===== src/rtl/osd_him_egress_arb.sv =====
// Packet-level round-robin arbiter that shares the host-interface egress DII port between NUM_PORTS sources.
// Optional build macro OSD_HIM_ARB_PRIO_EN gives port 0 strict priority over the round-robin ports.
module osd_him_egress_arb #(
    parameter int unsigned  NUM_PORTS = 4,
    localparam int unsigned IDW       = $clog2(NUM_PORTS)
) (
    input  logic                    clk,
    input  logic                    rst_n,
    input  logic [16*NUM_PORTS-1:0] in_data,
    input  logic [NUM_PORTS-1:0]    in_valid,
    input  logic [NUM_PORTS-1:0]    in_last,
    output logic [NUM_PORTS-1:0]    in_ready,
    output logic [15:0]             out_data,
    output logic                    out_valid,
    output logic                    out_last,
    input  logic                    out_ready,
    output logic [IDW-1:0]          grant_id,
    output logic                    busy
);

`ifdef OSD_HIM_ARB_PRIO_EN
    localparam bit PRIO_EN = 1'b1;
`else
    localparam bit PRIO_EN = 1'b0;
`endif

    typedef enum logic {ST_IDLE, ST_PASS} state_e;

    state_e         state_q, state_d;
    logic [IDW-1:0] grant_q, grant_d;
    logic [IDW-1:0] rr_q, rr_d;
    logic [IDW-1:0] rr_next;
    logic [IDW-1:0] pick;
    logic [IDW-1:0] idx;
    logic [IDW:0]   idx_w;
    logic           found;
    logic           sel_valid;
    logic           sel_last;
    logic [15:0]    sel_data;
    logic           pkt_done;

    // Mux of the currently granted source.
    always_comb begin
        sel_valid = 1'b0;
        sel_last  = 1'b0;
        sel_data  = '0;
        for (int i = 0; i < NUM_PORTS; i++) begin
            if (grant_q == IDW'(i)) begin
                sel_valid = in_valid[i];
                sel_last  = in_last[i];
                sel_data  = in_data[16*i +: 16];
            end
        end
    end

    // Winner search: nearest requester at or after rr_q, wrapping; port 0 first when prioritised.
    always_comb begin
        found = 1'b0;
        pick  = '0;
        idx_w = '0;
        idx   = '0;
        if (PRIO_EN && in_valid[0]) begin
            found = 1'b1;
        end
        for (int k = 0; k < NUM_PORTS; k++) begin
            idx_w = {1'b0, rr_q} + (IDW+1)'(k);
            if (idx_w >= (IDW+1)'(NUM_PORTS)) begin
                idx_w = idx_w - (IDW+1)'(NUM_PORTS);
            end
            idx = idx_w[IDW-1:0];
            if (!found && in_valid[idx] && !(PRIO_EN && (idx == '0))) begin
                found = 1'b1;
                pick  = idx;
            end
        end
    end

    // Combinational pass-through while a packet owns the port.
    always_comb begin
        out_valid = 1'b0;
        out_last  = 1'b0;
        out_data  = '0;
        in_ready  = '0;
        if (state_q == ST_PASS) begin
            out_valid = sel_valid;
            out_last  = sel_last;
            out_data  = sel_data;
            for (int i = 0; i < NUM_PORTS; i++) begin
                in_ready[i] = (grant_q == IDW'(i)) && out_ready;
            end
        end
    end

    assign pkt_done = (state_q == ST_PASS) && sel_valid && out_ready && sel_last;
    assign rr_next  = (grant_q == IDW'(NUM_PORTS-1)) ? '0 : grant_q + 1'b1;

    always_comb begin
        state_d = state_q;
        grant_d = grant_q;
        rr_d    = rr_q;
        case (state_q)
            ST_IDLE: begin
                if (found) begin
                    grant_d = pick;
                    state_d = ST_PASS;
                end
            end
            ST_PASS: begin
                if (pkt_done) begin
                    state_d = ST_IDLE;
                    // A prioritised port-0 packet leaves the rotation untouched.
                    if (!(PRIO_EN && (grant_q == '0))) begin
                        rr_d = rr_next;
                    end
                end
            end
            default: state_d = ST_IDLE;
        endcase
    end

    always_ff @(posedge clk or negedge rst_n) begin
        if (!rst_n) begin
            state_q <= ST_IDLE;
            grant_q <= '0;
            rr_q    <= '0;
        end else begin
            state_q <= state_d;
            grant_q <= grant_d;
            rr_q    <= rr_d;
        end
    end

    assign grant_id = grant_q;
    assign busy     = (state_q == ST_PASS);

endmodule


===== config.mk =====
export PLATFORM = sky130hd
export DESIGN_NAME = osd_him_egress_arb
export DESIGN_NICKNAME = d
export VERILOG_FILES = /design/src/rtl/osd_him_egress_arb.sv
export SDC_FILE = /design/constraint.sdc
export NUM_CORES = 1
export LEC_CHECK = 0
export BUFFER_PORTS_ARGS = -buffer_cell sky130_fd_sc_hd__buf_2
export CORE_UTILIZATION = 25
export CTS_CLUSTER_DIAMETER = 60
export DETAILED_ROUTE_END_ITERATION = 6
export SYNTH_ARGS = -nofsm -noshare
export SYNTH_HDL_FRONTEND = slang
export SYNTH_SLANG_ARGS = --single-unit

===== constraint.sdc =====
create_clock -name clk -period 1.7 [get_ports clk]
set_input_delay 0.085 -clock clk [delete_from_list [all_inputs] [get_ports clk]]
set_output_delay 0.085 -clock clk [all_outputs]
set_load 0.1 [all_outputs]

==> metrics.json, run 1 <==
{
  "die_h_um": 64.56,
  "edff_count_synth": 0,
  "worst_skew_pair.late_latency_ns": 0.23,
  "synth.net_count": 213,
  "slew_worst_pin_ns": 0.4922,
  "dieArea_um2": 4168,
  "cp_data_required_time_ns": 1.62,
  "detailedPlacementHpwl_mm": 3.291,
  "synth_top_area_cell": "a221oi_1",
  "cts-root-buf": "clkbuf_8",
  "netlist_area_um2": 978.4,
  "cp_num_cells": 8,
  "endpoint": "out_data[10]",
  "port_buffers": 99,
  "hold_path.class": "primary input to asynchronous set/reset pin",
  "floorplan.rows": 22,
  "rsz0062_at_grt": "yes",
  "worst-path-buf-inv": 3,
  "maxCapViolations": 0,
  "outcome": "finished, violations left",
  "initial_utilization_pct": 26.33,
  "initial_antenna_violation_count": 0,
  "critical-path-slowest-cell": "dfrtp_4",
  "timing_hold_violations_final": 0,
  "cts.sinks": 5,
  "worst-r2r-setup-slack_ns": -0.21,
  "final.hold.worst_slack_ns": 0.1901,
  "yosys.cell_types.count": 34,
  "detailroute.via_count": 1540,
  "cts_tree": "yes",
  "reg2reg_depth": 8,
  "grt_pass1_wl_mm": 6.906,
  "ys.flop_type": "dfrtp_1",
  "timing.critical_path.from": "grant_id[1]$_DFFE_PN0P_",
  "remaining_drc_errors": 0,
  "area_growth_pct": 159.8,
  "die_w_um": 64.56,
  "ys_warn_count": 0,
  "period_share_pct": 116.2,
  "worst_setup_path_end_kind": "output port",
  "asyncSetResetFlopFracSynth_pct": 100.0,
  "synthCells": 134,
  "finalMaxSlewViolations": 0,
  "drt_first_pass_iters": 5,
  "crit_path_cell_trace": "inv_6 > ha_4 > nor2b_4 > buf_12 > a221oi_2 > a21oi_1 > a22o_4 > buf_12",
  "total_global_route_track_usage_pct": 21.31,
  "cp_max_fo": 12,
  "layout_min_cycle_time_ns": 1.975,
  "gp_congestion": 0.7887,
  "htree_num_levels": 1,
  "drt-initial-drc-count": 36,
  "layout.nets": 334,
  "critical-path-top-delay-family": "compound AO/OA/AOI/OAI gates",
  "final_layout_size_suffix_gt1_share_pct": 75.98,
  "grt_max_degree": 17,
  "cts_buffers": 3,
  "timing.final.setup_violations": 23,
  "cell_mode_on_critical_path": "buf_12",
  "drt-total-wl_mm": 4.358,
  "maxSlewHeadroom_pct": 67.41,
  "finalWorstSetupSlack_ns": -0.2754,
  "synth_seq_cells": 5,
  "max_stage_delay_ns": 0.50,
  "reg2reg_from": "grant_id[1]$_DFFE_PN0P_",
  "antenna_cells": 0,
  "synth.top_cells.by_area": "a221oi_1 13%, a22o_1 13%, dfrtp_1 13%",
  "synth_largest_type_area_fraction_pct": 13.43,
  "cp-start-kind": "register",
  "syn_area_per_cell_um2": 7.302,
  "crit_type": "register to output port",
  "max_clock_freq_ghz": 0.5062,
  "core_region_area_um2": 3716,
  "ctsLongestPathBuffers": 2,
  "worst_case_clock_skew_ns": 0.007086,
  "ys_seq_area_share_pct": 12.79,
  "arrival_ns": 1.89,
  "rr_endpoint": "rr_q[1]$_DFFE_PN0P_",
  "ant_nets": 0,
  "clk_transition_reported_paths_ns": 0.04,
  "num_ports": 100,
  "avgViaCountPerCell": 5.099,
  "routed_wire_length_per_instance_um": 14.43,
  "grt_pass1_vias": 1467,
  "grt_remaining_overflow": 0,
  "failed_checks": "setup timing"
}
## repair_timing
action                                  in CTS  in global routing
resized for setup                           20                  5
endpoints found under the hold margin        5                  0
pin swaps                                   18                  4
endpoints found under the setup margin      22                 24
setup buffers                                7                  2
cloned                                       1                  0
hold buffers                                 1                  0
## cell usage after synthesis, types with 3 or more instances
cell type / count
a221oi_1: 15
o21ai_0: 3
nand2_1: 5
buf_2: 3
buf_4: 3
nor2b_1: 3
a22o_1: 15
and2_1: 4
and3_1: 5
inv_1: 21
clkbuf_1: 6
dfrtp_1: 5
a21oi_1: 18
ha_1: 4
## metal layers
layer / global-route usage [%] / up-vias / wire length, um
met5: 0 / - / 0
met4: 6.389 / 0 / 55
met3: 3.345 / 6 / 283
met2: 42.37 / 64 / 2322
met1: 22.47 / 716 / 1698
li1: - / 754 / -
## how the worst min path moves through the flow
stage,from,to,depth (start not counted)
final,rst_n,busy$_DFF_PN0_,2
after floorplan,rst_n,busy$_DFF_PN0_,0
after global routing,rst_n,rr_q[0]$_DFFE_PN0P_,2
after global placement,rst_n,rr_q[0]$_DFFE_PN0P_,1
after CTS,rst_n,rr_q[0]$_DFFE_PN0P_,2
after detailed placement,rst_n,rr_q[0]$_DFFE_PN0P_,1
## through the flow
step / instance area [um2] / setup slack [ns] / cells / util (%) / setup TNS [ns]
final: 2542 / -0.2754 / 302 / 68.42 / -4.869
after detailed placement: 2266 / -0.1356 / 287 / 60.98 / -1.535
after floorplan: 1324 / -0.2335 / 134 / - / -3.628
after CTS: 2501 / -0.2878 / 300 / 67.31 / -4.995
after global routing: 2542 / -0.3482 / 302 / 68.42 / -6.407
after global placement: 2266 / -0.1420 / 287 / 60.98 / -1.138
## worst reg2reg max path, delay by kind of cell (launching register included)
family,cells,cell delay [ns]
AO/OA/AOI/OAI,1,0.18
buffers and inverters,3,0.45
adder cells (fa/ha/maj),1,0.18
flip-flops,1,0.50
multiplexers,1,0.30
AND/OR/NAND/NOR,2,0.18
## cells in the final DEF (no fill, tap or decap), drive strengths merged, types with 2 or more instances in the layout
master / Yosys / layout
a221oi: 15 / 15
a211oi: 3 / 3
inv: 21 / 21
nand2: 5 / 5
o21ai: 3 / 3
mux2: 3 / 3
ha: 4 / 4
buf: 7 / 128
and2: 4 / 4
clkbuf: 6 / 4
nor2: 2 / 2
nand3b: 2 / 2
a22o: 15 / 15
nor2b: 3 / 3
and3: 5 / 5
a21oi: 18 / 18
dfrtp: 5 / 5
## flip-flops by register name (all words and copies together) (netlist names)
name	cells
busy	1
grant_id	2
rr_q	2
## cell type report
class / instances / area [um2]
tap: 48 / 60.06
fill: 301 / 1174
multi-input combinational: 95 / 1090
timing repair buffer: 129 / 1127
sequential: 5 / 133.9
inverter: 21 / 86.33
clock buffer: 4 / 45.04
## cells by family (layout without fill, tap and decap cells)
group,count (synthesis),after routing,synth area share [%]
compound gates,61,61,46.42
fa+ha+maj,4,4,5.115
buf+inv,34,154,15.34
flops,5,5,12.79
mux,3,3,3.836
simple gates,27,27,16.50
Power of run 1 is left out: the tool's default activity adds up to more than one toggle a clock period on the data nets, which glitch-free logic cannot reach.
==> run 2: changes to the inputs <==
--- a/config.mk
+++ b/config.mk
@@ -9,6 +9,8 @@
 export CORE_UTILIZATION = 25
 export CTS_CLUSTER_DIAMETER = 60
 export DETAILED_ROUTE_END_ITERATION = 6
+export RECOVER_POWER = 50
 export SYNTH_ARGS = -nofsm -noshare
 export SYNTH_HDL_FRONTEND = slang
 export SYNTH_SLANG_ARGS = --single-unit
+export TNS_END_PERCENT = 1
==> metrics.json, run 2 (synthesis results as in run 1) <==
{
  "die_w_um": 64.56,
  "detailedPlacementHpwl_mm": 3.374,
  "cts_tree": "yes",
  "ctsLongestPathBuffers": 2,
  "failed_checks": "setup timing",
  "grt_pass1_vias": 1374,
  "arrival_ns": 1.97,
  "core_region_area_um2": 3716,
  "hold_path.class": "primary input to register",
  "port_buffers": 99,
  "num_ports": 100,
  "initial_utilization_pct": 26.33,
  "drt-initial-drc-count": 56,
  "cts-root-buf": "clkbuf_8",
  "die_h_um": 64.56,
  "rsz0062_at_grt": "yes",
  "slew_worst_pin_ns": 0.4840,
  "antenna_cells": 0,
  "initial_antenna_violation_count": 0,
  "finalMaxSlewViolations": 0,
  "maxCapViolations": 0,
  "ant_nets": 0,
  "drt_first_pass_iters": 4,
  "cp_data_required_time_ns": 1.62,
  "detailroute.via_count": 1567,
  "final_common_cell": "buf_2",
  "fillerInstances": 273,
  "area_growth_pct": 167.8,
  "cts.sinks": 5,
  "floorplan.rows": 22,
  "worst_skew_pair.late_latency_ns": 0.23,
  "cp-start-kind": "register",
  "clk_transition_reported_paths_ns": 0.04,
  "drt-total-wl_mm": 4.649,
  "cts_buffers": 3,
  "routed_wire_length_per_instance_um": 15.19,
  "timing.final.setup_violations": 23,
  "final_layout_size_suffix_gt1_share_pct": 75.19,
  "remaining_drc_errors": 0,
  "dieArea_um2": 4168,
  "total_global_route_track_usage_pct": 20.49,
  "max_clock_freq_ghz": 0.4865,
  "final_cell_mix": "76 x buf_2, 27 x buf_12, 19 x inv_1",
  "layout.nets": 338,
  "grt_pass1_wl_mm": 6.637,
  "cp_max_fo": 7,
  "placedCellCount": 289,
  "final-instance-count-excl-fill": 306,
  "crit_type": "register to output port",
  "worst_case_clock_skew_ns": 0.0009477,
  "gp_congestion": 0.7959,
  "grt_remaining_overflow": 0,
  "avgViaCountPerCell": 5.121,
  "layout_min_cycle_time_ns": 2.056,
  "grt_max_degree": 16,
  "maxSlewHeadroom_pct": 67.96,
  "timing_hold_violations_final": 0,
  "htree_num_levels": 1,
  "period_share_pct": 120.9,
  "outcome": "finished, violations left",
  "worst_setup_path_end_kind": "output port",
  "finalWorstSetupSlack_ns": -0.3556
}
[run 2: path summary, 6_finish.rpt]
| path | slack, ns | from | endpoint | cells after the start |
|---|---|---|---|---|
| max in group asynchronous | 1.16 | rst_n | grant_id[0]$_DFFE_PN0P_ | 2 |
| hold / removal | 0.26 | in_valid[3] | grant_id[1]$_DFFE_PN0P_ | 3 |
| hold reg to reg | 0.54 | rr_q[0]$_DFFE_PN0P_ | rr_q[0]$_DFFE_PN0P_ | 1 |
| min in group asynchronous | 0.27 | rst_n | rr_q[0]$_DFFE_PN0P_ | 2 |
| setup reg to reg | -0.22 | grant_id[1]$_DFFE_PN0P_ | rr_q[1]$_DFFE_PN0P_ | 8 |
| setup / recovery | -0.36 | grant_id[1]$_DFFE_PN0P_ | out_data[2] | 8 |
[run 2: layer usage]
metal	track usage, %	routed length, um
met1	25.50	1961
met4	6.667	65
met3	2.465	349
met5	0	0
met2	36.18	2272
[run 2: metrics by stage]
| stage | setup TNS (ns) | hold WS [ns] | instance area (um2) | worst slack [ns] | utilization [%] |
|---|---|---|---|---|---|
| floorplan | -4.903 | -0.2106 | 1276 | -0.2350 | - |
| global placement | -7.596 | -0.09104 | 2237 | -0.4853 | 60.20 |
| detailed placement | -8.169 | -0.08791 | 2237 | -0.5315 | 60.20 |
| CTS | -6.153 | 0.2086 | 2442 | -0.3372 | 65.72 |
| global route | -7.561 | 0.2677 | 2620 | -0.4107 | 70.51 |
| finish | -6.181 | 0.2587 | 2620 | -0.3556 | 70.51 |
[run 2: critical path, cell delays in order, from the launching register on]
cell and delay [ns]:
dfrtp_4 0.48, buf_6 0.14, ha_4 0.20, buf_8 0.14, buf_12 0.13, a221oi_4 0.19
a21oi_2 0.06, a22o_4 0.23, buf_12 0.16
[run 2: final cells by class]
cell class | count | area (um2) | area share, %
clock buffers | 4 | 45.04 | 1.719
inverters | 21 | 83.83 | 3.200
multi-input cells | 95 | 1072 | 40.93
flip-flops and latches | 5 | 133.9 | 5.110
well taps | 48 | 60.06 | 2.292
repair buffers | 133 | 1225 | 46.75
[run 2: repair_timing]
action / in CTS / in global routing
gates cloned: 1 / 1
buffers inserted: 6 / 4
gates resized for setup: 15 / 21
hold buffers: 1 / 0
setup endpoints to repair: 23 / 23
hold endpoints to repair: 5 / 0
pin swaps: 11 / 9
Power of run 2 is left out for the same reason.
==> run 3: changes to the inputs <==
--- a/config.mk
+++ b/config.mk
@@ -5,6 +5,7 @@
 export SDC_FILE = /design/constraint.sdc
 export NUM_CORES = 1
 export LEC_CHECK = 0
+export ABC_AREA = 1
 export BUFFER_PORTS_ARGS = -buffer_cell sky130_fd_sc_hd__buf_2
 export CORE_UTILIZATION = 25
 export CTS_CLUSTER_DIAMETER = 60
@@ -13,4 +14,3 @@
 export SYNTH_ARGS = -nofsm -noshare
 export SYNTH_HDL_FRONTEND = slang
 export SYNTH_SLANG_ARGS = --single-unit
-export TNS_END_PERCENT = 1
==> metrics.json, run 3 <==
{
  "outcome": "finished, violations left",
  "failed_checks": "setup timing",
  "worst_skew_pair.late_latency_ns": 0.22,
  "synth_compound_area_share_pct": 33.41,
  "synthCells": 208,
  "grt_max_degree": 22,
  "drt-total-wl_mm": 5.231,
  "arrival_ns": 1.87,
  "remaining_drc_errors": 0,
  "core_region_area_um2": 4384,
  "port_buffers": 99,
  "synth.net_count": 287,
  "synth-simple-area-share_pct": 40.17,
  "max_clock_freq_ghz": 0.5107,
  "area_growth_pct": 144.9,
  "ys_top_cells_by_count": "65 x nand2_1, 32 x o21ai_0, 19 x a21oi_1",
  "cp-start-kind": "register",
  "final_common_cell": "buf_2",
  "maxSlewHeadroom_pct": 64.24,
  "crit_path_cell_trace": "inv_4 > ha_4 > inv_4 > nor2_4 > buf_6 > nand2_2 > nand2_1 > o211ai_1 > a21oi_4 > buf_12",
  "gp_congestion": 0.8451,
  "clk_transition_reported_paths_ns": 0.04,
  "cell_mode_on_critical_path": "inv_4",
  "ys_seq_area_share_pct": 10.92,
  "cts_tree": "yes",
  "total_global_route_track_usage_pct": 21.18,
  "htree_num_levels": 1,
  "grt_pass1_vias": 1914,
  "finalMaxSlewViolations": 0,
  "ant_nets": 0,
  "cts_buffers": 3,
  "antenna_cells": 0,
  "timing_hold_violations_final": 0,
  "cp_data_required_time_ns": 1.62,
  "drt-initial-drc-count": 38,
  "final.hold.worst_slack_ns": 0.1792,
  "layout.nets": 409,
  "critical-path-slowest-cell": "dfrtp_4",
  "max_stage_delay_ns": 0.50,
  "synth_xor_area_share_pct": 0,
  "netlist_area_um2": 1146,
  "ys.flop_type": "dfrtp_1",
  "synth.top_cells.by_area": "nand2_1 21%, o21ai_0 14%, dfrtp_1 11%",
  "asyncSetResetFlopFracSynth_pct": 100.0,
  "ctsLongestPathBuffers": 2,
  "routed_wire_length_per_instance_um": 13.73,
  "cts.sinks": 5,
  "crit_type": "register to output port",
  "cts-root-buf": "clkbuf_8",
  "num_ports": 100,
  "yosys.cell_types.count": 24,
  "grt_remaining_overflow": 0,
  "finalWorstSetupSlack_ns": -0.2581,
  "rsz0062_at_grt": "yes",
  "most_numerous_cell_in_the_yosys_netlist": "nand2_1",
  "synth_seq_cells": 5,
  "edff_count_synth": 0,
  "worst_setup_path_end_kind": "output port",
  "hold_path.class": "primary input to register",
  "syn_area_per_cell_um2": 5.510,
  "detailroute.via_count": 1898,
  "dieArea_um2": 4859,
  "main_combinational_cell_family_by_area_after_synthesis": "simple AND/OR/NAND/NOR gates",
  "drt_first_pass_iters": 4,
  "cp_max_fo": 4,
  "yosys.area_share.adder_pct": 4.367,
  "final_cell_mix": "75 x buf_2, 55 x nand2_1, 25 x buf_12",
  "slew_worst_pin_ns": 0.5388,
  "grt_pass1_wl_mm": 8.562,
  "maxCapViolations": 0,
  "die_w_um": 69.71,
  "die_h_um": 69.71,
  "final-instance-count-excl-fill": 381,
  "detailedPlacementHpwl_mm": 3.841,
  "floorplan.rows": 24,
  "layout_min_cycle_time_ns": 1.958,
  "initial_utilization_pct": 26.14,
  "worst_case_clock_skew_ns": 0.0001971,
  "dp_slack_ns": -0.07657,
  "initial_antenna_violation_count": 0,
  "placedCellCount": 365,
  "period_share_pct": 115.2,
  "synth_top_area_cell": "nand2_1",
  "avgViaCountPerCell": 4.982,
  "ys_warn_count": 0,
  "setup_total_negative_slack_ns": -4.241,
  "timing.final.setup_violations": 22,
  "final_layout_size_suffix_gt1_share_pct": 65.65,
  "synth_mux_area_share_pct": 0,
  "synth_largest_type_area_fraction_pct": 21.29
}
## run 3: changes by cell type in the layout (fill, tap and decap cells not counted), moves of 6 or more
cell and change:
a21oi_1 -8, a21oi_4 +14, a221oi_2 -9, a22o_4 -14, a22oi_2 +8, inv_1 -9
nand2_1 +51, nand2_2 +15, nand3_1 +8, o21ai_1 +6, o21ai_2 +15
## run 3: through the flow
step	util, %	instance area (um2)
2_1_floorplan	-	1518
6_report	64.01	2806
3_5_place_dp	56.42	2474
5_1_grt	64.01	2806
3_3_place_gp	56.42	2474
4_1_cts	61.87	2713
## run 3: worst max-delay path: cells and delay by family, from the launching register on
kind,cells,cell delay (ns)
buf+inv,4,0.43
compound gates,2,0.35
flops,1,0.50
simple gates,3,0.23
fa+ha+maj,1,0.13
## run 3: layout make-up
type	instances	area (um2)
clock buffer	4	45.04
sequential	5	136.4
multi-input combinational	173	1331
tap	52	65.06
inverter	18	82.58
fill	379	1578
timing repair buffer	129	1146
## run 3: final timing paths
check / startpoint / end / slack [ns] / depth (start not counted)
worst max register to register: grant_id[0]$_DFFE_PN0P_ / rr_q[0]$_DFFE_PN0P_ / -0.16 / 13
worst min register to register: busy$_DFF_PN0_ / busy$_DFF_PN0_ / 0.62 / 2
worst min-delay path: out_ready / rr_q[1]$_DFFE_PN0P_ / 0.18 / 3
worst max-delay path: grant_id[0]$_DFFE_PN0P_ / out_last / -0.26 / 10
max in group asynchronous: rst_n / grant_id[1]$_DFFE_PN0P_ / 1.19 / 2
min in group asynchronous: rst_n / rr_q[1]$_DFFE_PN0P_ / 0.25 / 2
## run 3: logic make-up after synthesis
| group | Yosys count |
|---|---|
| DFF | 5 |
| buffers and inverters | 30 |
| adders and majority gates | 4 |
| and+or+nand+nor | 101 |
| AOI/OAI and AO/OA | 68 |
## run 3: repair_timing
item	in CTS	in global routing
endpoints found under the setup margin	22	23
setup buffers	7	2
resized for setup	39	13
gates cloned	1	2
endpoints found under the hold margin	5	0
pin swaps	25	14
hold buffers	1	0
## run 3: metal layers
metal,track usage [%],routed length [um],up-vias
met2,38.40,2656,78
met1,24.33,2145,853
met4,9.333,137,0
li1,-,-,955
met3,3.343,290,12
met5,0,0,-
Power of run 3 is left out for the same reason.
